===== src/rtl/pulse_toggle_tx.sv =====
// Purpose : queue 1-cycle events and send each one as a single level change on tgl_out.
// Latency : a pulse is counted at edge N and tgl_out toggles at edge N+1 (queue empty, IDLE).
// Backpr. : one event in flight; pulses queue in a saturating counter, overflow flags drops.
//
// Ports
//   clk, rst     clock and synchronous active-high reset
//   pulse_in     one event per high cycle
//   ack_tgl_in   far-side ack toggle, asynchronous, synchronised here
//   clr_ovf      clears the sticky overflow flag (a same-cycle drop wins)
//   tgl_out      toggle-encoded event line
//   busy         high while waiting for the ack of the in-flight event
//   pending      events queued and not yet sent
//   overflow     sticky: a pulse arrived while pending was saturated
//   timeout      single-cycle pulse when the ack wait reaches its limit
module pulse_toggle_tx #(
  parameter int CNT_W       = 4,
  parameter int SYNC_STAGES = 2,
  parameter int TMO_W       = 8
) (
  input  logic             clk,
  input  logic             rst,
  input  logic             pulse_in,
  input  logic             ack_tgl_in,
  input  logic             clr_ovf,
  output logic             tgl_out,
  output logic             busy,
  output logic [CNT_W-1:0] pending,
  output logic             overflow,
  output logic             timeout
);

  typedef enum logic {
    IDLE     = 1'b0,
    WAIT_ACK = 1'b1
  } state_t;

  localparam logic [CNT_W-1:0] CNT_MAX  = '1;
  localparam logic [CNT_W-1:0] CNT_ONE  = CNT_W'(1);
  localparam logic [TMO_W-1:0] TMO_MAX  = '1;
  localparam logic [TMO_W-1:0] TMO_ONE  = TMO_W'(1);
  localparam logic [TMO_W-1:0] TMO_LAST = TMO_MAX - TMO_ONE;

  state_t                 state_q, state_d;
  logic [SYNC_STAGES-1:0] sync_q, sync_d;
  logic [CNT_W-1:0]       pend_q, pend_d;
  logic [TMO_W-1:0]       tmo_q, tmo_d;
  logic                   tgl_q, tgl_d;
  logic                   busy_q, busy_d;
  logic                   ovf_q, ovf_d;
  logic                   timeout_q, timeout_d;

  logic ack_s;
  logic send;
  logic inc;
  logic drop;

  always_comb begin
    sync_d = {sync_q[SYNC_STAGES-2:0], ack_tgl_in};
    ack_s  = sync_q[SYNC_STAGES-1];

    send = (state_q == IDLE) && (pend_q != '0);
    // A pulse at saturation still fits when a send frees a slot in the same cycle.
    inc  = pulse_in && ((pend_q != CNT_MAX) || send);
    drop = pulse_in && !inc;

    pend_d = pend_q;
    case ({inc, send})
      2'b10:   pend_d = pend_q + CNT_ONE;
      2'b01:   pend_d = pend_q - CNT_ONE;
      default: pend_d = pend_q;
    endcase

    // A drop in the same cycle as clr_ovf keeps the flag set.
    if (drop) begin
      ovf_d = 1'b1;
    end else if (clr_ovf) begin
      ovf_d = 1'b0;
    end else begin
      ovf_d = ovf_q;
    end

    state_d   = state_q;
    tgl_d     = tgl_q;
    tmo_d     = tmo_q;
    timeout_d = 1'b0;

    case (state_q)
      IDLE: begin
        if (send) begin
          tgl_d   = ~tgl_q;
          tmo_d   = '0;
          state_d = WAIT_ACK;
        end
      end
      WAIT_ACK: begin
        if (ack_s == tgl_q) begin
          state_d = IDLE;
        end else if (tmo_q != TMO_MAX) begin
          // The counter parks at its limit, so timeout fires once per handshake
          // and the event is neither resent nor abandoned.
          tmo_d = tmo_q + TMO_ONE;
          if (tmo_q == TMO_LAST) begin
            timeout_d = 1'b1;
          end
        end
      end
      default: state_d = IDLE;
    endcase

    busy_d = (state_d == WAIT_ACK);
  end

  always_ff @(posedge clk) begin
    if (rst) begin
      state_q   <= IDLE;
      sync_q    <= '0;
      pend_q    <= '0;
      tmo_q     <= '0;
      tgl_q     <= 1'b0;
      busy_q    <= 1'b0;
      ovf_q     <= 1'b0;
      timeout_q <= 1'b0;
    end else begin
      state_q   <= state_d;
      sync_q    <= sync_d;
      pend_q    <= pend_d;
      tmo_q     <= tmo_d;
      tgl_q     <= tgl_d;
      busy_q    <= busy_d;
      ovf_q     <= ovf_d;
      timeout_q <= timeout_d;
    end
  end

  assign tgl_out  = tgl_q;
  assign busy     = busy_q;
  assign pending  = pend_q;
  assign overflow = ovf_q;
  assign timeout  = timeout_q;

endmodule


===== config.mk =====
export PLATFORM = sky130hd
export DESIGN_NAME = pulse_toggle_tx
export DESIGN_NICKNAME = d
export VERILOG_FILES = /design/src/rtl/pulse_toggle_tx.sv
export SDC_FILE = /design/constraint.sdc
export NUM_CORES = 1
export LEC_CHECK = 0
export CORE_ASPECT_RATIO = 1.4
export CORE_MARGIN = 10
export CORE_UTILIZATION = 47
export DETAILED_ROUTE_END_ITERATION = 8
export GPL_TIMING_DRIVEN = 0
export MAX_ROUTING_LAYER = met4
export PLACE_DENSITY = 0.72
export SLEW_MARGIN = 10
export SYNTH_ARGS = -nofsm -noshare
export SYNTH_HDL_FRONTEND = slang
export SYNTH_SLANG_ARGS = --single-unit

===== constraint.sdc =====
create_clock -name clk -period 2 [get_ports clk]
set_input_delay 0.4 -clock clk [delete_from_list [all_inputs] [get_ports clk]]
set_output_delay 0.4 -clock clk [all_outputs]
set_load 0.005 [all_outputs]

==> results.sh, run 1 <==
export IMPL_ioPinCount=13
export IMPL_grt_max_degree=11
export IMPL_dr_total_vias=888
export IMPL_antenna_found_initial=0
export IMPL_drt_iter0_drc=26
export IMPL_cp_max_fo=4
export IMPL_worst_ep_required_time_ps=2220
export IMPL_syn_inst=108
export IMPL_fin_cells=151
export IMPL_p_leak_uw=0.000483
export IMPL_synth_common_cells="dfxtp_1, nor2_1, inv_1"
export IMPL_drv_slew=0
export IMPL_dieArea_mm2=0.00427
export IMPL_cts_tree="done"
export IMPL_dp_cells=141
export IMPL_final_area_mm2=0.00128
export IMPL_min_path_cells=1
export IMPL_setup_viol=0
export IMPL_viasPerCell=5.88
export IMPL_synth_largest_area_cell="dfxtp_1"
export IMPL_gp_congestion=0.919
export IMPL_syn2layout_area_growth_pct=33.5
export IMPL_grt_pass1_vias=909
export IMPL_power_density_mw_per_mm2=1190
export IMPL_wl_per_cell_um=15.1
export IMPL_async_reset_ff_share_pct=0
export IMPL_finalCriticalPeriod_ps=1910
export IMPL_grt_usage_pct=11.4
export IMPL_numCtsBuffers=3
export IMPL_wl_mm=2.27
export IMPL_end_kind="flip-flop"
export IMPL_synth_fp_nets=118
export IMPL_ant_nets=0
export IMPL_clk_pin_slew_ps=110
export IMPL_startpoint_type="flip-flop"
export IMPL_crit_chain="nor4_4 > nor2_4 > nand2_2 > inv_4 > ha_4 > a21oi_2 > a22oi_2 > a22o_1 > a211oi_2"
export IMPL_hold_path_class="flip-flop to flip-flop"
export IMPL_design_power_total_uw=1520
export IMPL_finClkSkew_ps=5.21
export IMPL_synth_edf_count=0
export IMPL_die_x_um=58.2
export IMPL_synth_cell_types=39
export IMPL_hpwl_mm=1.56
export IMPL_synth_seq_cells=18
export IMPL_drv_cap=0
export IMPL_dieHeight_um=73.5
export IMPL_portBuffers=12
export IMPL_ys_warn_count=0
export IMPL_tightest_slew_ps=606
export IMPL_drcViolationCount=0
export IMPL_place_area_mm2=0.00112
export IMPL_rows=19
export IMPL_critPathArrivalTime_ps=2140
export IMPL_grt_pass1_wl_mm=3.86
export IMPL_r2r_worst_path_cells=9
export IMPL_synth_top_area_share_pct=37.5
export IMPL_start_util_pct=49.2
export IMPL_cts_root_buf="clkbuf_4"
export IMPL_status="completed"
export IMPL_synthTopCellsByArea="dfxtp_1, ha_1, mux2_2"
export IMPL_diodes=0
export IMPL_dr_pass1_iters=4
export IMPL_synth_avg_cell_area_um2=8.89
export IMPL_slowest_stage="dfxtp_4"
export IMPL_syn_cell_area_um2=960
export IMPL_clockBufferDepth=2
export IMPL_tns_ps=0
export IMPL_slowest_delay_ps=370
export IMPL_clock_latency_ps=300
export IMPL_yosysMostFrequentCell="dfxtp_1"
export IMPL_fin_nets=141
export IMPL_ys_flop_type="dfxtp_1"
export IMPL_core_area_mm2=0.00195
export IMPL_slew_headroom_pct=59.0
export IMPL_post_route_period_util_pct=95.7
export IMPL_worstSetupPathType="flip-flop to flip-flop"
export IMPL_grt_overflow_total=0
export IMPL_drive_above_1_share_pct=26.2
export IMPL_htree_levels=1
export IMPL_cts_sinks=18
export IMPL_rsz0062_at_grt="false"
export IMPL_hold_viol=0
export IMPL_cts_hold_fix_buffers=0
export IMPL_yosysSeqAreaShare_pct=37.5
export IMPL_peakVddDrop_uv=741
export IMPL_max_freq_mhz=523
[cells by family after synthesis]
| logic type | Yosys count | synth area share (%) |
|---|---|---|
| and+or+nand+nor | 41 | 23.2 |
| AOI/OAI and AO/OA | 26 | 19.7 |
| DFF | 18 | 37.5 |
| buffers and inverters | 10 | 3.91 |
| adders and majority gates | 5 | 7.30 |
| xor gates and xnor gates | 4 | 3.65 |
| muxes | 4 | 4.69 |
[what timing repair did]
action,CTS,global route
buffers inserted,3,3
resized for setup,11,9
endpoints found under the setup margin,1,1
pin swaps,3,6
[metrics by stage]
stage               setup WS (ps)  util [%]  hold WS, ps
floorplan                    9.47         -          414
global placement             -337      57.6          416
detailed placement           -360      57.6          433
CTS                          2.79      62.3          460
global route                 3.65      65.7          470
finish                       86.6      65.7          452
[metal layers]
metal | share of wire (%) | track usage (%) | up-vias | wire length [um]
met3 | 3.3 | 2.93 | 7 | 76
met5 | 0 | - | - | 0
met2 | 53 | 20.0 | 15 | 1210
met1 | 41 | 11.2 | 425 | 938
li1 | - | - | 441 | -
met4 | 2.1 | 5.76 | 0 | 48
[layout by cell type, fill, tap and decap left out, drive strengths merged, types with 2 or more instances in the layout]
cell	n
xnor2	2
nor4	3
nand4	2
or2	2
a21oi	5
clkbuf	5
inv	9
dfxtp	18
nor2b	4
a31oi	2
nand3	5
nor2	12
buf	6
o211ai	2
xor2	2
ha	4
nand2	6
mux2	4
o211a	2
nor3	2
o21ai	4
clkdlybuf4s50	11
[path summary, 6_finish.rpt]
path | startpoint | to | slack, ps
worst max-delay path | pending[2] | pending[3] | 90
worst min register to register | sync_q[0] | sync_q[1] | 450
worst max register to register | pending[2] | pending[3] | 90
worst min-delay path | sync_q[0] | sync_q[1] | 450
[worst max-delay path: cells and delay by family, from the launching register on]
family,cells,cell delay [ps]
AND/OR/NAND/NOR,3,500
adder cells (fa/ha/maj),1,250
AO/OA/AOI/OAI,4,650
buffers and inverters,1,60
flip-flops,1,370
[power breakdown]
group | switching (uW) | internal, uW
clock | 117 | 111
sequential | 98.7 | 426
combinational | 342 | 428
total | 557 | 965
[state kept, by name, summed over array words and instances (netlist names)]
signal	flops
overflow	1
pending	4
tgl_out	1
busy	1
sync_q	2
timeout	1
tmo_q	8
[area by class of cell]
class,instances,area (um^2)
fill,162,668
multi-input combinational,80,636
sequential,18,375
timing repair buffer,18,168
clock buffer,4,36.3
inverter,9,36.3
tap,21,26.3
buffer,1,3.75
No activity file was read; power rests on OpenSTA's default activity.
==> run 2, diff against run 1 <==
- CORE_ASPECT_RATIO: 1.4 -> not set
- CORE_UTILIZATION: 47 -> 56
- CTS_BUF_LIST: not set -> sky130_fd_sc_hd__clkbuf_16
- GPL_ROUTABILITY_DRIVEN: not set -> 0
- PLACE_DENSITY: 0.72 -> 0.8
- clock period: 2 -> 2.25 ns (I/O delays scaled with it)
==> run 2 against run 1 <==
  * Cell area decreased by 5.2%
  * Power fell by 12%
  * Register-to-register slack better by 40 ps
  * Sequential power down 10%
  * First-iteration DRC count is 19% higher
  * Clock skew decreased by 2.0 ps
  * Via count down 0.68%
  * Critical path type unchanged
==> results.sh, run 2 (synthesized netlist as in run 1, its figures left out) <==
export IMPL_p_int_uw=884
export IMPL_ant_nets=0
export IMPL_place_ws_ps=-190
export IMPL_drive_above_1_share_pct=16.1
export IMPL_power_switching_uw=460
export IMPL_critPathArrivalTime_ps=2290
export IMPL_grt_usage_pct=13.8
export IMPL_fin_nets=135
export IMPL_r2r_start="pending[2]"
export IMPL_r2r_worst_path_cells=9
export IMPL_cts_hold_fix_buffers=0
export IMPL_dr_pass1_iters=4
export IMPL_rrSetupSlack_ps=120
export IMPL_power_share_clock_pct=26.4
export IMPL_grt_pass1_vias=881
export IMPL_diodes=0
export IMPL_crit_end="pending[3]"
export IMPL_worst_ep_required_time_ps=2420
export IMPL_numCtsBuffers=3
export IMPL_place_area_mm2=0.00110
export IMPL_fin_ws_ps=124
export IMPL_finalCriticalPeriod_ps=2130
export IMPL_cts_sinks=18
export IMPL_drt_iter0_drc=31
export IMPL_power_density_mw_per_mm2=1110
export IMPL_r2r_end="pending[3]"
export IMPL_rsz0062_at_grt="false"
export IMPL_hold_path_class="flip-flop to flip-flop"
export IMPL_tightest_slew_ps=624
export IMPL_portBuffers=12
export IMPL_final_cell_mix="dfxtp_1, nor2_1, clkdlybuf4s50_1, inv_1, nand2_1"
export IMPL_hold_viol=0
export IMPL_max_freq_mhz=470
export IMPL_final_area_mm2=0.00121
export IMPL_design_power_total_uw=1340
export IMPL_antenna_found_initial=0
export IMPL_grt_overflow_total=0
export IMPL_hpwl_mm=1.63
export IMPL_rows=14
export IMPL_combinationalPowerShare_pct=38.6
export IMPL_drv_slew=0
export IMPL_dr_total_vias=882
export IMPL_peakVddDrop_uv=880
export IMPL_clk_pin_slew_ps=50
export IMPL_ioPinCount=13
export IMPL_p_leak_uw=0.000464
export IMPL_wl_per_cell_um=16.5
export IMPL_cts_setup_buffers=0
export IMPL_crit_start="pending[2]"
export IMPL_worstSetupPathType="flip-flop to flip-flop"
export IMPL_post_route_period_util_pct=94.5
export IMPL_dieArea_mm2=0.00377
export IMPL_die_x_um=61.4
export IMPL_dieHeight_um=61.4
export IMPL_wl_mm=2.31
export IMPL_status="completed"
export IMPL_setup_viol=0
export IMPL_grt_max_degree=11
export IMPL_end_kind="flip-flop"
export IMPL_clockBufferDepth=2
export IMPL_tns_ps=0
export IMPL_drv_cap=0
export IMPL_cts_tree="done"
export IMPL_regMostFlops="tmo_q"
export IMPL_startpoint_type="flip-flop"
export IMPL_sequentialPowerShare_pct=35.0
export IMPL_clock_latency_ps=250
export IMPL_start_util_pct=61.6
export IMPL_finClkSkew_ps=3.22
export IMPL_slew_headroom_pct=57.8
export IMPL_syn2layout_area_growth_pct=26.6
export IMPL_min_path_cells=1
export IMPL_final_common_cell="dfxtp_1"
export IMPL_cts_root_buf="clkbuf_16"
export IMPL_core_area_mm2=0.00156
export IMPL_viasPerCell=6.30
export IMPL_cp_max_fo=8
export IMPL_grt_pass1_wl_mm=3.88
export IMPL_swShare_pct=34.2
export IMPL_drcViolationCount=0
export IMPL_largest_register_ffs=8
export IMPL_fin_hold_ws_ps=454
export IMPL_htree_levels=1
[run 2: cell types whose count changed in the layout (fill, tap and decap cells not counted), sizes merged]
cell / previous run / this run
clkinv: 0 / 1
clkbuf: 5 / 4
buf: 6 / 0
[run 2: layer usage]
metal | vias to the layer above | GRT usage (%) | routed length [um]
li1 | 426 | - | -
met1 | 414 | 14.4 | 947
met2 | 32 | 24.0 | 1200
met3 | 10 | 4.12 | 113
met4 | 0 | 5.10 | 52
met5 | - | - | 0
[run 2: timing repair]
action,CTS,global route
endpoints found under the setup margin,1,1
pin swaps,0,1
gates resized for setup,2,7
[run 2: critical path, stage by stage (launching register included)]
cell      delay [ps]
dfxtp_2          380
nor4_4           330
nor2_2           110
nand2_1          130
inv_2             80
ha_4             280
nand3_1          100
and2_1           190
a22o_1           230
a211oi_1         200
[run 2: metrics by stage]
step           std cells  utilization (%)
3_3_place_gp         136             70.5
4_1_cts              140             76.3
3_5_place_dp         136             70.5
6_report             140             77.9
5_1_grt              140             77.9
2_1_floorplan        108                -
[run 2: power groups by stage]
stage / combinational, uW / clock, uW / sequential, uW
2_1_floorplan: 323 / 0 / 437
3_3_place_gp: 457 / 0 / 449
3_5_place_dp: 475 / 0 / 454
4_1_cts: 497 / 357 / 459
5_1_grt: 572 / 371 / 477
6_report: 519 / 355 / 470
[run 2: layout make-up]
| cell class | instances | area [um^2] |
|---|---|---|
| Tap cell | 16 | 20.0 |
| Clock inverter | 1 | 3.75 |
| Multi-Input combinational cell | 80 | 592 |
| Timing Repair Buffer | 12 | 123 |
| Inverter | 9 | 33.8 |
| Fill cell | 108 | 344 |
| Buffer | 1 | 3.75 |
| Clock buffer | 3 | 75.1 |
| Sequential cell | 18 | 364 |
[run 2: worst min-delay path by stage]
| stage | slack, ps | from | to |
|---|---|---|---|
| 2_1_floorplan | 410 | sync_q[0] | sync_q[1] |
| 3_3_place_gp | 420 | sync_q[0] | sync_q[1] |
| 3_5_place_dp | 440 | sync_q[0] | sync_q[1] |
| 4_1_cts | 460 | sync_q[0] | sync_q[1] |
| 5_1_grt | 460 | sync_q[0] | sync_q[1] |
| 6_report | 450 | sync_q[0] | sync_q[1] |
